File: src/rtl/approx_mult_pipe.sv
// Two-stage pipelined unsigned approximate multiplier with valid/ready handshake.
// Define APPROX_ERR_STAT_EN to add error statistics ports (stat_clr, stat_cnt, stat_err).
module approx_mult_pipe #(
  parameter int unsigned W = 8,
  parameter int unsigned L = 6
) (
  input  logic           clk,
  input  logic           rst,
  input  logic           in_valid,
  output logic           in_ready,
  input  logic [W-1:0]   in_x,
  input  logic [W-1:0]   in_y,
  input  logic           in_exact,
  output logic           out_valid,
  input  logic           out_ready,
  output logic [2*W-1:0] out_z,
  output logic           out_exact
`ifdef APPROX_ERR_STAT_EN
  ,
  input  logic           stat_clr,
  output logic [31:0]    stat_cnt,
  output logic [31:0]    stat_err
`endif
);

  localparam int unsigned ZW = 2 * W;
  localparam logic [ZW-1:0] HiMask = {{W{1'b1}}, {W{1'b0}}};

  logic          s1_valid_q, s1_valid_d;
  logic [ZW-1:0] s1_hi_q, s1_hi_d;
  logic [ZW-1:0] s1_lo_q, s1_lo_d;
  logic          s1_exact_q, s1_exact_d;
  logic          s2_valid_q, s2_valid_d;
  logic [ZW-1:0] s2_z_q, s2_z_d;
  logic          s2_exact_q, s2_exact_d;

  logic          s1_adv, s1_load, s2_load;
  logic [W-1:0]  x_hi, x_lo, x_sh;
  logic [ZW-1:0] y_ext, hi_prod, lo_exact, lo_approx, row_e, row_o;

  // Low rows: truncated below column W, rows paired 2k/2k+1 and merged with OR.
  always_comb begin
    y_ext = ZW'(in_y);
    x_hi  = in_x >> L;
    for (int i = 0; i < int'(W); i++) begin
      x_lo[i] = (i < int'(L)) ? in_x[i] : 1'b0;
    end
    hi_prod   = (y_ext * ZW'(x_hi)) << L;
    lo_exact  = y_ext * ZW'(x_lo);
    lo_approx = '0;
    x_sh      = '0;
    row_e     = '0;
    row_o     = '0;
    for (int k = 0; k < int'(L / 2); k++) begin
      x_sh      = in_x >> (2 * k);
      row_e     = x_sh[0] ? (y_ext << (2 * k)) : '0;
      row_o     = x_sh[1] ? (y_ext << (2 * k + 1)) : '0;
      lo_approx = lo_approx + ((row_e | row_o) & HiMask);
    end
  end

  always_comb begin
    s1_adv   = !s2_valid_q | out_ready;
    in_ready = !s1_valid_q | s1_adv;
    s1_load  = in_valid & in_ready;
    s2_load  = s1_valid_q & s1_adv;

    s1_valid_d = s1_load | (s1_valid_q & !s1_adv);
    s1_hi_d    = s1_load ? hi_prod : s1_hi_q;
    s1_lo_d    = s1_load ? (in_exact ? lo_exact : lo_approx) : s1_lo_q;
    s1_exact_d = s1_load ? in_exact : s1_exact_q;

    s2_valid_d = s2_load | (s2_valid_q & !out_ready);
    s2_z_d     = s2_load ? (s1_hi_q + s1_lo_q) : s2_z_q;
    s2_exact_d = s2_load ? s1_exact_q : s2_exact_q;
  end

  always_ff @(posedge clk) begin
    if (rst) begin
      s1_valid_q <= 1'b0;
      s1_hi_q    <= '0;
      s1_lo_q    <= '0;
      s1_exact_q <= 1'b0;
      s2_valid_q <= 1'b0;
      s2_z_q     <= '0;
      s2_exact_q <= 1'b0;
    end else begin
      s1_valid_q <= s1_valid_d;
      s1_hi_q    <= s1_hi_d;
      s1_lo_q    <= s1_lo_d;
      s1_exact_q <= s1_exact_d;
      s2_valid_q <= s2_valid_d;
      s2_z_q     <= s2_z_d;
      s2_exact_q <= s2_exact_d;
    end
  end

  assign out_valid = s2_valid_q;
  assign out_z     = s2_z_q;
  assign out_exact = s2_exact_q;

`ifdef APPROX_ERR_STAT_EN
  // The exact low-row sum travels alongside so S2 can hold the exact product.
  logic [ZW-1:0] s1_lo_ex_q, s1_lo_ex_d;
  logic [ZW-1:0] s2_zx_q, s2_zx_d;
  logic [31:0]   stat_cnt_q, stat_cnt_d, stat_err_q, stat_err_d;
  logic [ZW-1:0] err_diff;
  logic [64:0]   err_sum;
  logic          stat_upd;

  always_comb begin
    s1_lo_ex_d = s1_load ? lo_exact : s1_lo_ex_q;
    s2_zx_d    = s2_load ? (s1_hi_q + s1_lo_ex_q) : s2_zx_q;
    stat_upd   = s2_valid_q & out_ready & !s2_exact_q;
    err_diff   = s2_zx_q - s2_z_q;
    err_sum    = 65'(stat_err_q) + 65'(err_diff);
    stat_cnt_d = stat_cnt_q;
    stat_err_d = stat_err_q;
    if (stat_clr) begin
      stat_cnt_d = '0;
      stat_err_d = '0;
    end else if (stat_upd) begin
      stat_cnt_d = stat_cnt_q + 32'd1;
      stat_err_d = (err_sum > 65'h0_FFFF_FFFF) ? 32'hFFFF_FFFF : err_sum[31:0];
    end
  end

  always_ff @(posedge clk) begin
    if (rst) begin
      s1_lo_ex_q <= '0;
      s2_zx_q    <= '0;
      stat_cnt_q <= '0;
      stat_err_q <= '0;
    end else begin
      s1_lo_ex_q <= s1_lo_ex_d;
      s2_zx_q    <= s2_zx_d;
      stat_cnt_q <= stat_cnt_d;
      stat_err_q <= stat_err_d;
    end
  end

  assign stat_cnt = stat_cnt_q;
  assign stat_err = stat_err_q;
`endif

endmodule

File: config.mk
export PLATFORM = sky130hd
export DESIGN_NAME = approx_mult_pipe
export DESIGN_NICKNAME = d
export VERILOG_FILES = /design/src/rtl/approx_mult_pipe.sv
export SDC_FILE = /design/constraint.sdc
export NUM_CORES = 1
export LEC_CHECK = 0
export ABC_AREA = 1
export CORE_UTILIZATION = 59
export CTS_CLUSTER_SIZE = 20
export DETAILED_ROUTE_END_ITERATION = 10
export PLACE_DENSITY_LB_ADDON = 0.1
export SLEW_MARGIN = 20
export SYNTH_ARGS = -nofsm -noshare
export SYNTH_HDL_FRONTEND = slang
export SYNTH_SLANG_ARGS = --single-unit
File: constraint.sdc
create_clock -name clk -period 5.6 [get_ports clk]
set_clock_uncertainty 0.1 [all_clocks]
set_input_delay 1.12 -clock clk [delete_from_list [all_inputs] [get_ports clk]]
set_output_delay 1.12 -clock clk [all_outputs]
set_load 0.1 [all_outputs]
; ---- After elaboration in Yosys (flattened, before gate mapping)
; Cells that the tools add are included.
[word_totals]
in_bits = 21
output_inout_bits = 19
register_bits = 46
wordCells = 34
[op_classes]
n_bitwise = 11
n_addsub = 3
multipliers = 2
muxes = 7
n_reduce_logical = 4
[ops]
columns = cell, n
row1 = $add 16x16->16, 1
row2 = $add 12x13->14, 1
row3 = $mul 8x6->14, 1
row4 = $mux 14, 1
row5 = $mux 13, 1
row6 = $or 12x13->13, 1
row7 = $add 9x11->12, 1
row8 = $mux 12, 1
row9 = $mux 11, 1
row10 = $or 10x11->11, 1
row11 = $mul 8x2->10, 1
row12 = $mux 10, 1
row13 = $mux 9, 1
row14 = $or 8x9->9, 1
row15 = $mux 8, 1
row16 = $and 1x1->1, 4
row17 = $logic_not 1->1, 4
row18 = $or 1x1->1, 4

; ---- Logic depth before layout (Yosys ltp)
; Gate-level depths: netlist of run 1.
[logic_depth]
ltp_word = 5
ltp_mapped = 19
ltp_nobuf = 18

; ---- Worst setup path before layout of run 1
; No wires, ideal clock.
[synth_timing]
path_kind = input to register
from = in in_x[4]
to = reg s1_lo_q[13]
path_buffers = 1
arrival_ns = 4.033
cell_stages = 16
setup_slack_ns = 1.335
t_required_ns = 5.368
setup_time_ns = 0.132
cell_sequence = clkbuf_1 -> nand2_1 -> fa_1 -> inv_1 -> fa_1 -> inv_1 -> fa_1 -> inv_1 -> ha_1 -> nand2_2 -> nor2_2 -> nand3_1 -> nand4_1 -> nand3_1 -> nand2_1 -> a21oi_2
[synth_via]
elab_chain_len = 4
word_cells_on_any_way = 5
classes_between = add/sub: 1 / mul: 1 / mux: 2 / bitwise: 1
[synth_lines]
columns = element, line
row1 = from (decl), 11  ; input logic [W-1:0] in_x,
row2 = branches (longest 3 deep; another with $mul 8x6->14), -
row3 = $mux 14 (*), 70  ; s1_lo_d = s1_load ? (in_exact ? lo_exact : lo_approx) : s1_lo_q;
row4 = to (signal assigned), 90  ; s1_lo_q <= s1_lo_d;
row5 = to (decl), 31  ; logic [ZW-1:0] s1_lo_q, s1_lo_d;
; Mark *: on every way between the ends.
; A chain may end at the register's enable or synchronous reset.

; ---- Worst setup path in the final report of run 1
[layout_timing]
from = in in_y[4]
to = reg s1_lo_q[13]
[layout_via]
elab_chain_len = 4
word_cells_on_any_way = 6
classes_between = add/sub: 1 / mul: 1 / mux: 3 / bitwise: 1
[layout_lines]
columns = element, line
row1 = from (decl), 12  ; input logic [W-1:0] in_y,
row2 = branches (longest 3 deep; another with $mul 8x6->14), -
row3 = $mux 14 (*), 70
; Marks and branches as above.

==> impl_metrics.tcl, run 1 <==
set metrics [dict create \
    fin_nets 760 \
    die_y_um 87.8 \
    topRoutingLayerUsed "met4" \
    finalHoldViolCount 0 \
    synth_fp_nets 739 \
    n_antenna_cell 0 \
    grt_pass1_wl_um 16000 \
    setup_viol 0 \
    routed_via_density 5.03 \
    fmax_mhz 210 \
    p_per_area_mw_per_mm2 236 \
    dieArea_sq_mm 0.00771 \
    drtPass1Iterations 4 \
    drt-initial-drc-count 169 \
    cpPeakStageDelay_ps 620 \
    antenna_found_initial 0 \
    cts_max_level 2 \
    max-slew-margin-rel_pct 35.2 \
    cts_root_buffer "clkbuf_8" \
    final_util_pct 69.6 \
    rsz0062_at_grt "no" \
    drive_above_1_share_pct 4.97 \
    cp_data_required_time_ps 5670 \
    cp-end-kind "flip-flop" \
    post_cts_buffers 0 \
    path_cells "clkdlybuf4s50_1 > nand2_1 > inv_1 > fa_1 > fa_1 > inv_1 > fa_1 > inv_1 > ha_1 > a21oi_1 > nand2_1 > nand2_1 > nand3_1 > nand2_1 > nand3_1 > nand2_1 > a21oi_2" \
    grt.total_usage_pct 26.4 \
    holdBufCountCts 0 \
    wire_per_inst_um 12.1 \
    grt_pass1_vias 3628 \
    crit_slowest_cell "clkdlybuf4s50_1" \
    yosys_warnings 0 \
    area.growth.synth_to_final_pct 11.2 \
    cts.sinks 44 \
    tns_ps 0 \
    min_period_ps 4750 \
    clockBufferDepth 2 \
    synth.distinct_cells 34 \
    io_pins 40 \
    synth_seq_cells 44 \
    hpwl_um 7570 \
    numCtsBuffers 5 \
    synth-seq-area-share_pct 20.3 \
    met2_length_um 4860 \
    path_class "in2reg" \
    arrival_ps 4830 \
    clock_latency_ps 290 \
    ant_nets 0 \
    total_power_mw 1.14 \
    initial_core_util_pct 62.6 \
    grt_max_degree 29 \
    wl_met1_um 3940 \
    finalHoldWorstSlack_ps 364 \
    place.gp.congestion 0.914 \
    start_kind "primary input" \
    drc_errors 0 \
    post-route-period-util_pct 84.9 \
    num_rows 30 \
    vdd_ir_drop_max_uv 96.2 \
    wl_met3_um 256 \
    clk_pin_slew_ps 80 \
    syn_area_sq_mm 0.00435 \
    core-area_sq_mm 0.00694 \
    grt_overflow 0 \
    crit_top_cell "nand2_1" \
    hold_class "reg2reg" \
    maxSlewViolCount 0 \
    cellLeakagePower_nw 2.76 \
    worst_pin_slew_ps 969 \
    synth_area_per_cell_sq_um 6.76 \
    routed_wirelength_um 9200 \
    die_w_um 87.8 \
    vias 3819 \
    cts_tree "done" \
    status "complete, no violations" \
    synth_cells 643 \
    cap_violations 0 \
    portBuffers 39 \
    critPathMaxFanout 8 \
    cts.repair.resized 0 \
]
critical path: cells and delay by family:
kind            cells  cell delay [ps]
buf+inv             4              780
simple gates        7              690
compound gates      2              330
fa+ha+maj           4             1910
flip-flops by register name (all words and copies together), names as in the netlist:
register	cells
out_z	16
s1_valid_q	1
out_valid	1
s1_lo_q	14
s1_hi_q	10
out_exact	1
s1_exact_q	1
cells in the mapped netlist, drive strengths merged:
cell / instances / area [sq um]
nand4: 5 / 31.3
clkbuf: 17 / 63.8
nor2: 65 / 262
o21ai: 35 / 183
a211oi: 1 / 12.5
nand3: 32 / 170
or2: 3 / 18.8
o21a: 1 / 7.51
fa: 29 / 581
ha: 46 / 576
a21boi: 1 / 7.51
o21bai: 3 / 22.5
xor2: 9 / 78.8
inv: 142 / 533
a21o: 2 / 15.0
a21oi: 41 / 216
nand2: 153 / 592
buf: 10 / 53.8
o211ai: 2 / 25.0
dfxtp: 44 / 881
a31oi: 1 / 6.26
nor3: 1 / 10.0
where the power goes:
part / leakage, nW / switching (mW) / internal [mW]
sequential: 0.362 / 0.0148 / 0.339
clock: 0.0410 / 0.0998 / 0.0849
combinational: 2.36 / 0.395 / 0.208
total: 2.76 / 0.510 / 0.632
logic make-up after synthesis:
kind of cell | share of synthesized area, %
AOI/OAI and AO/OA | 11.4
xor gates and xnor gates | 1.81
adders and majority gates | 26.6
buffers and inverters | 15.0
DFF | 20.3
and+or+nand+nor | 24.9
placed cells by master, fill, tap and decap left out, drive strengths merged:
| cell type | synthesis | layout |
|---|---|---|
| a21oi | 41 | 41 |
| ha | 46 | 46 |
| o21ai | 35 | 35 |
| nor3 | 1 | 1 |
| nand3 | 32 | 32 |
| xor2 | 9 | 9 |
| a211oi | 1 | 1 |
| clkinv | 0 | 1 |
| inv | 142 | 142 |
| o21bai | 3 | 3 |
| nor2 | 65 | 65 |
| o21a | 1 | 1 |
| dfxtp | 44 | 44 |
| or2 | 3 | 3 |
| nand4 | 5 | 5 |
| clkdlybuf4s50 | 0 | 39 |
| fa | 29 | 29 |
| a21o | 2 | 2 |
| clkbuf | 17 | 6 |
| buf | 10 | 2 |
| o211ai | 2 | 2 |
| a21boi | 1 | 1 |
| a31oi | 1 | 1 |
| nand2 | 153 | 153 |
metal layers:
metal / vias up / track usage (%)
met5: - / 0
met4: 0 / 6.86
met3: 11 / 2.83
met2: 59 / 50.2
met1: 1751 / 31.3
li1: 1998 / -
final timing paths:
path                 end  cells after the start  slack, ps  startpoint
max          s1_lo_q[13]                     17        850     in_y[4]
min           s1_lo_q[2]                      2        360  s1_lo_q[2]
max reg2reg    out_z[14]                     11       3620  s1_lo_q[6]
min reg2reg   s1_lo_q[2]                      2        360  s1_lo_q[2]
stage by stage:
stage | instance area, sq um | std cells | worst slack, ps
global route | 4830 | 760 | 621
global placement | 4750 | 753 | 565
CTS | 4830 | 760 | 844
detailed placement | 4750 | 753 | 536
finish | 4830 | 760 | 847
floorplan | 4350 | 643 | 1330
layout make-up:
| cell class | count | area, sq um |
|---|---|---|
| Clock inverter | 1 | 5.00 |
| Inverter | 142 | 533 |
| Clock buffer | 6 | 72.6 |
| Sequential cell | 44 | 881 |
| Tap cell | 96 | 120 |
| Timing Repair Buffer | 41 | 405 |
| Multi-Input combinational cell | 430 | 2810 |
| Fill cell | 618 | 2110 |
(Power assumes the default switching activity.)
==> inputs of run 2 (changes only) <==
==> constraint.sdc (replaced) <==
create_clock -name clk -period 4.6 [get_ports clk]
set_clock_uncertainty 0.1 [all_clocks]
set_input_delay 0.92 -clock clk [delete_from_list [all_inputs] [get_ports clk]]
set_output_delay 0.92 -clock clk [all_outputs]
set_load 0.1 [all_outputs]
==> run 2 against run 1 <==
Effect of this change:
- sequential cell count unchanged
- global-route usage up 0.74 points
- clock-buffer cell count down 1
- power increased by 32%
- critical endpoint is now s1_lo_q[12]
- sequential power increased by 22%
- register-to-register slack worse by 990 ps
- largest power group unchanged
- combinational power is 28% higher
==> impl_metrics.tcl, run 2 (synthesis results as in run 1) <==
set metrics [dict create \
    io_pins 40 \
    fmax_mhz 229 \
    vdd_ir_drop_max_uv 136 \
    largest_reg_flops 16 \
    routed_via_density 5.12 \
    drive_above_1_share_pct 7.91 \
    post-route-period-util_pct 94.7 \
    setup_viol 0 \
    arrival_ps 4450 \
    clockBufferDepth 2 \
    dieArea_sq_mm 0.00771 \
    numCtsBuffers 5 \
    portBuffers 39 \
    grt.total_usage_pct 27.1 \
    grt_overflow 0 \
    finalHoldWorstSlack_ps 370 \
    crit_buf_inv 4 \
    grt_pass1_vias 3846 \
    seq_area_sq_um 881 \
    ant_nets 0 \
    final_cell_mix "nand2_1, inv_1, nor2_1" \
    area.growth.synth_to_final_pct 15.2 \
    max-slew-margin-rel_pct 35.0 \
    multi_input_area_sq_mm 0.00281 \
    cellLeakagePower_nw 2.89 \
    nFillCells 586 \
    num_rows 30 \
    die_y_um 87.8 \
    wire_per_inst_um 12.4 \
    worst_pin_slew_ps 972 \
    critPathMaxFanout 6 \
    initial_core_util_pct 62.6 \
    n_antenna_cell 0 \
    cts.sinks 44 \
    hpwl_um 7830 \
    crit_slowest_cell "fa_1" \
    post_cts_buffers 0 \
    cts_tree "done" \
    cts_max_level 2 \
    drt-initial-drc-count 161 \
    core-area_sq_mm 0.00694 \
    path_class "in2reg" \
    start_kind "primary input" \
    status "complete, no violations" \
    maxSlewViolCount 0 \
    routed_wirelength_um 9620 \
    grt_pass1_wl_um 16400 \
    clock_latency_ps 300 \
    hold_class "reg2reg" \
    final_common_cell "nand2_1" \
    place.gp.congestion 0.910 \
    instances_no_fill 779 \
    cp-end-kind "flip-flop" \
    cpPeakStageDelay_ps 560 \
    finalHoldViolCount 0 \
    cts_root_buffer "clkbuf_8" \
    p_per_area_mw_per_mm2 300 \
    crit_top_cell "nand2_1" \
    cap_violations 0 \
    drc_errors 0 \
    rsz0062_at_grt "no" \
    path_delay_family "adder cells" \
    cp_data_required_time_ps 4690 \
    min_period_ps 4360 \
    fin_nets 778 \
    drtPass1Iterations 7 \
    dp.cells 771 \
    die_w_um 87.8 \
    clk_pin_slew_ps 90 \
    total_power_mw 1.50 \
    antenna_found_initial 0 \
    grt_max_degree 29 \
    path_cells "clkdlybuf4s50_1 > nand2_1 > inv_1 > fa_1 > fa_1 > inv_1 > fa_1 > inv_1 > ha_1 > nand2_1 > o21ai_1 > nand2_1 > nand3_1 > nand2_1 > nand3_1 > a21oi_1" \
    vias 3991 \
]
-- run 2: power breakdown --
group          internal (mW)  total (mW)  leakage (nW)  switching (mW)
logic                  0.285       0.774          2.47           0.489
clock network          0.161       0.298        0.0541           0.137
registers              0.413       0.431         0.362          0.0179
total                  0.859        1.50          2.89           0.644
-- run 2: worst register-to-register path, cell delays in order (launching register included) --
cell     delay (ps)
dfxtp_1         360
ha_1            190
inv_1            90
fa_1            420
o21ai_2         200
nand2_2          90
nor2_4          110
nand2_2          60
nand3_1          60
nand3_1          70
nand2_1          90
inv_1            30
-- run 2: area by class of cell --
| cell class | instances | share of cell area [%] |
|---|---|---|
| Clock buffer | 5 | 1.38 |
| Inverter | 142 | 10.6 |
| Sequential cell | 44 | 17.6 |
| Timing Repair Buffer | 59 | 10.9 |
| Tap cell | 96 | 2.40 |
| Multi-Input combinational cell | 430 | 56.2 |
| Clock inverter | 3 | 0.850 |
-- run 2: final timing paths --
path	from	to	slack [ps]	cells after the start
setup reg to reg	s1_hi_q[6]	out_z[14]	2630	11
hold reg to reg	s1_exact_q	s1_exact_q	370	2
setup / recovery	in_x[5]	s1_lo_q[12]	240	16
hold / removal	s1_exact_q	s1_exact_q	370	2
-- run 2: through the flow --
step                      utilization (%)  worst slack, ps  area (sq um)  setup TNS, ps
after floorplan                         -              535          4350              0
after global placement               70.4            -28.5          4890          -55.8
after detailed placement             70.4             -133          4890           -440
after CTS                            72.0              172          5000              0
after global routing                 72.1             21.9          5000              0
final                                72.1              243          5000              0
-- run 2: routing by layer --
metal  vias up  global-route usage, %  routed length, um
li1       2025                      -                  -
met1      1853                   31.2               4100
met2        91                   52.0               4950
met3        22                   2.26                312
met4         0                   9.69                254
met5         -                      0                  0
-- run 2: repair_timing --
action,4_1_cts,5_1_grt
resized for setup,0,3
endpoints found under the setup margin,0,4
hold buffers,0,0
==> inputs of run 3 (changes only) <==
--- a/config.mk
+++ b/config.mk
@@ -10,6 +10,7 @@
 export CTS_CLUSTER_SIZE = 20
 export DETAILED_ROUTE_END_ITERATION = 10
 export PLACE_DENSITY_LB_ADDON = 0.1
+export SKIP_LAST_GASP = 1
 export SLEW_MARGIN = 20
 export SYNTH_ARGS = -nofsm -noshare
 export SYNTH_HDL_FRONTEND = slang
==> results of run 3 <==
Same layout as run 2: the final DEF is identical, and so are final timing and power.
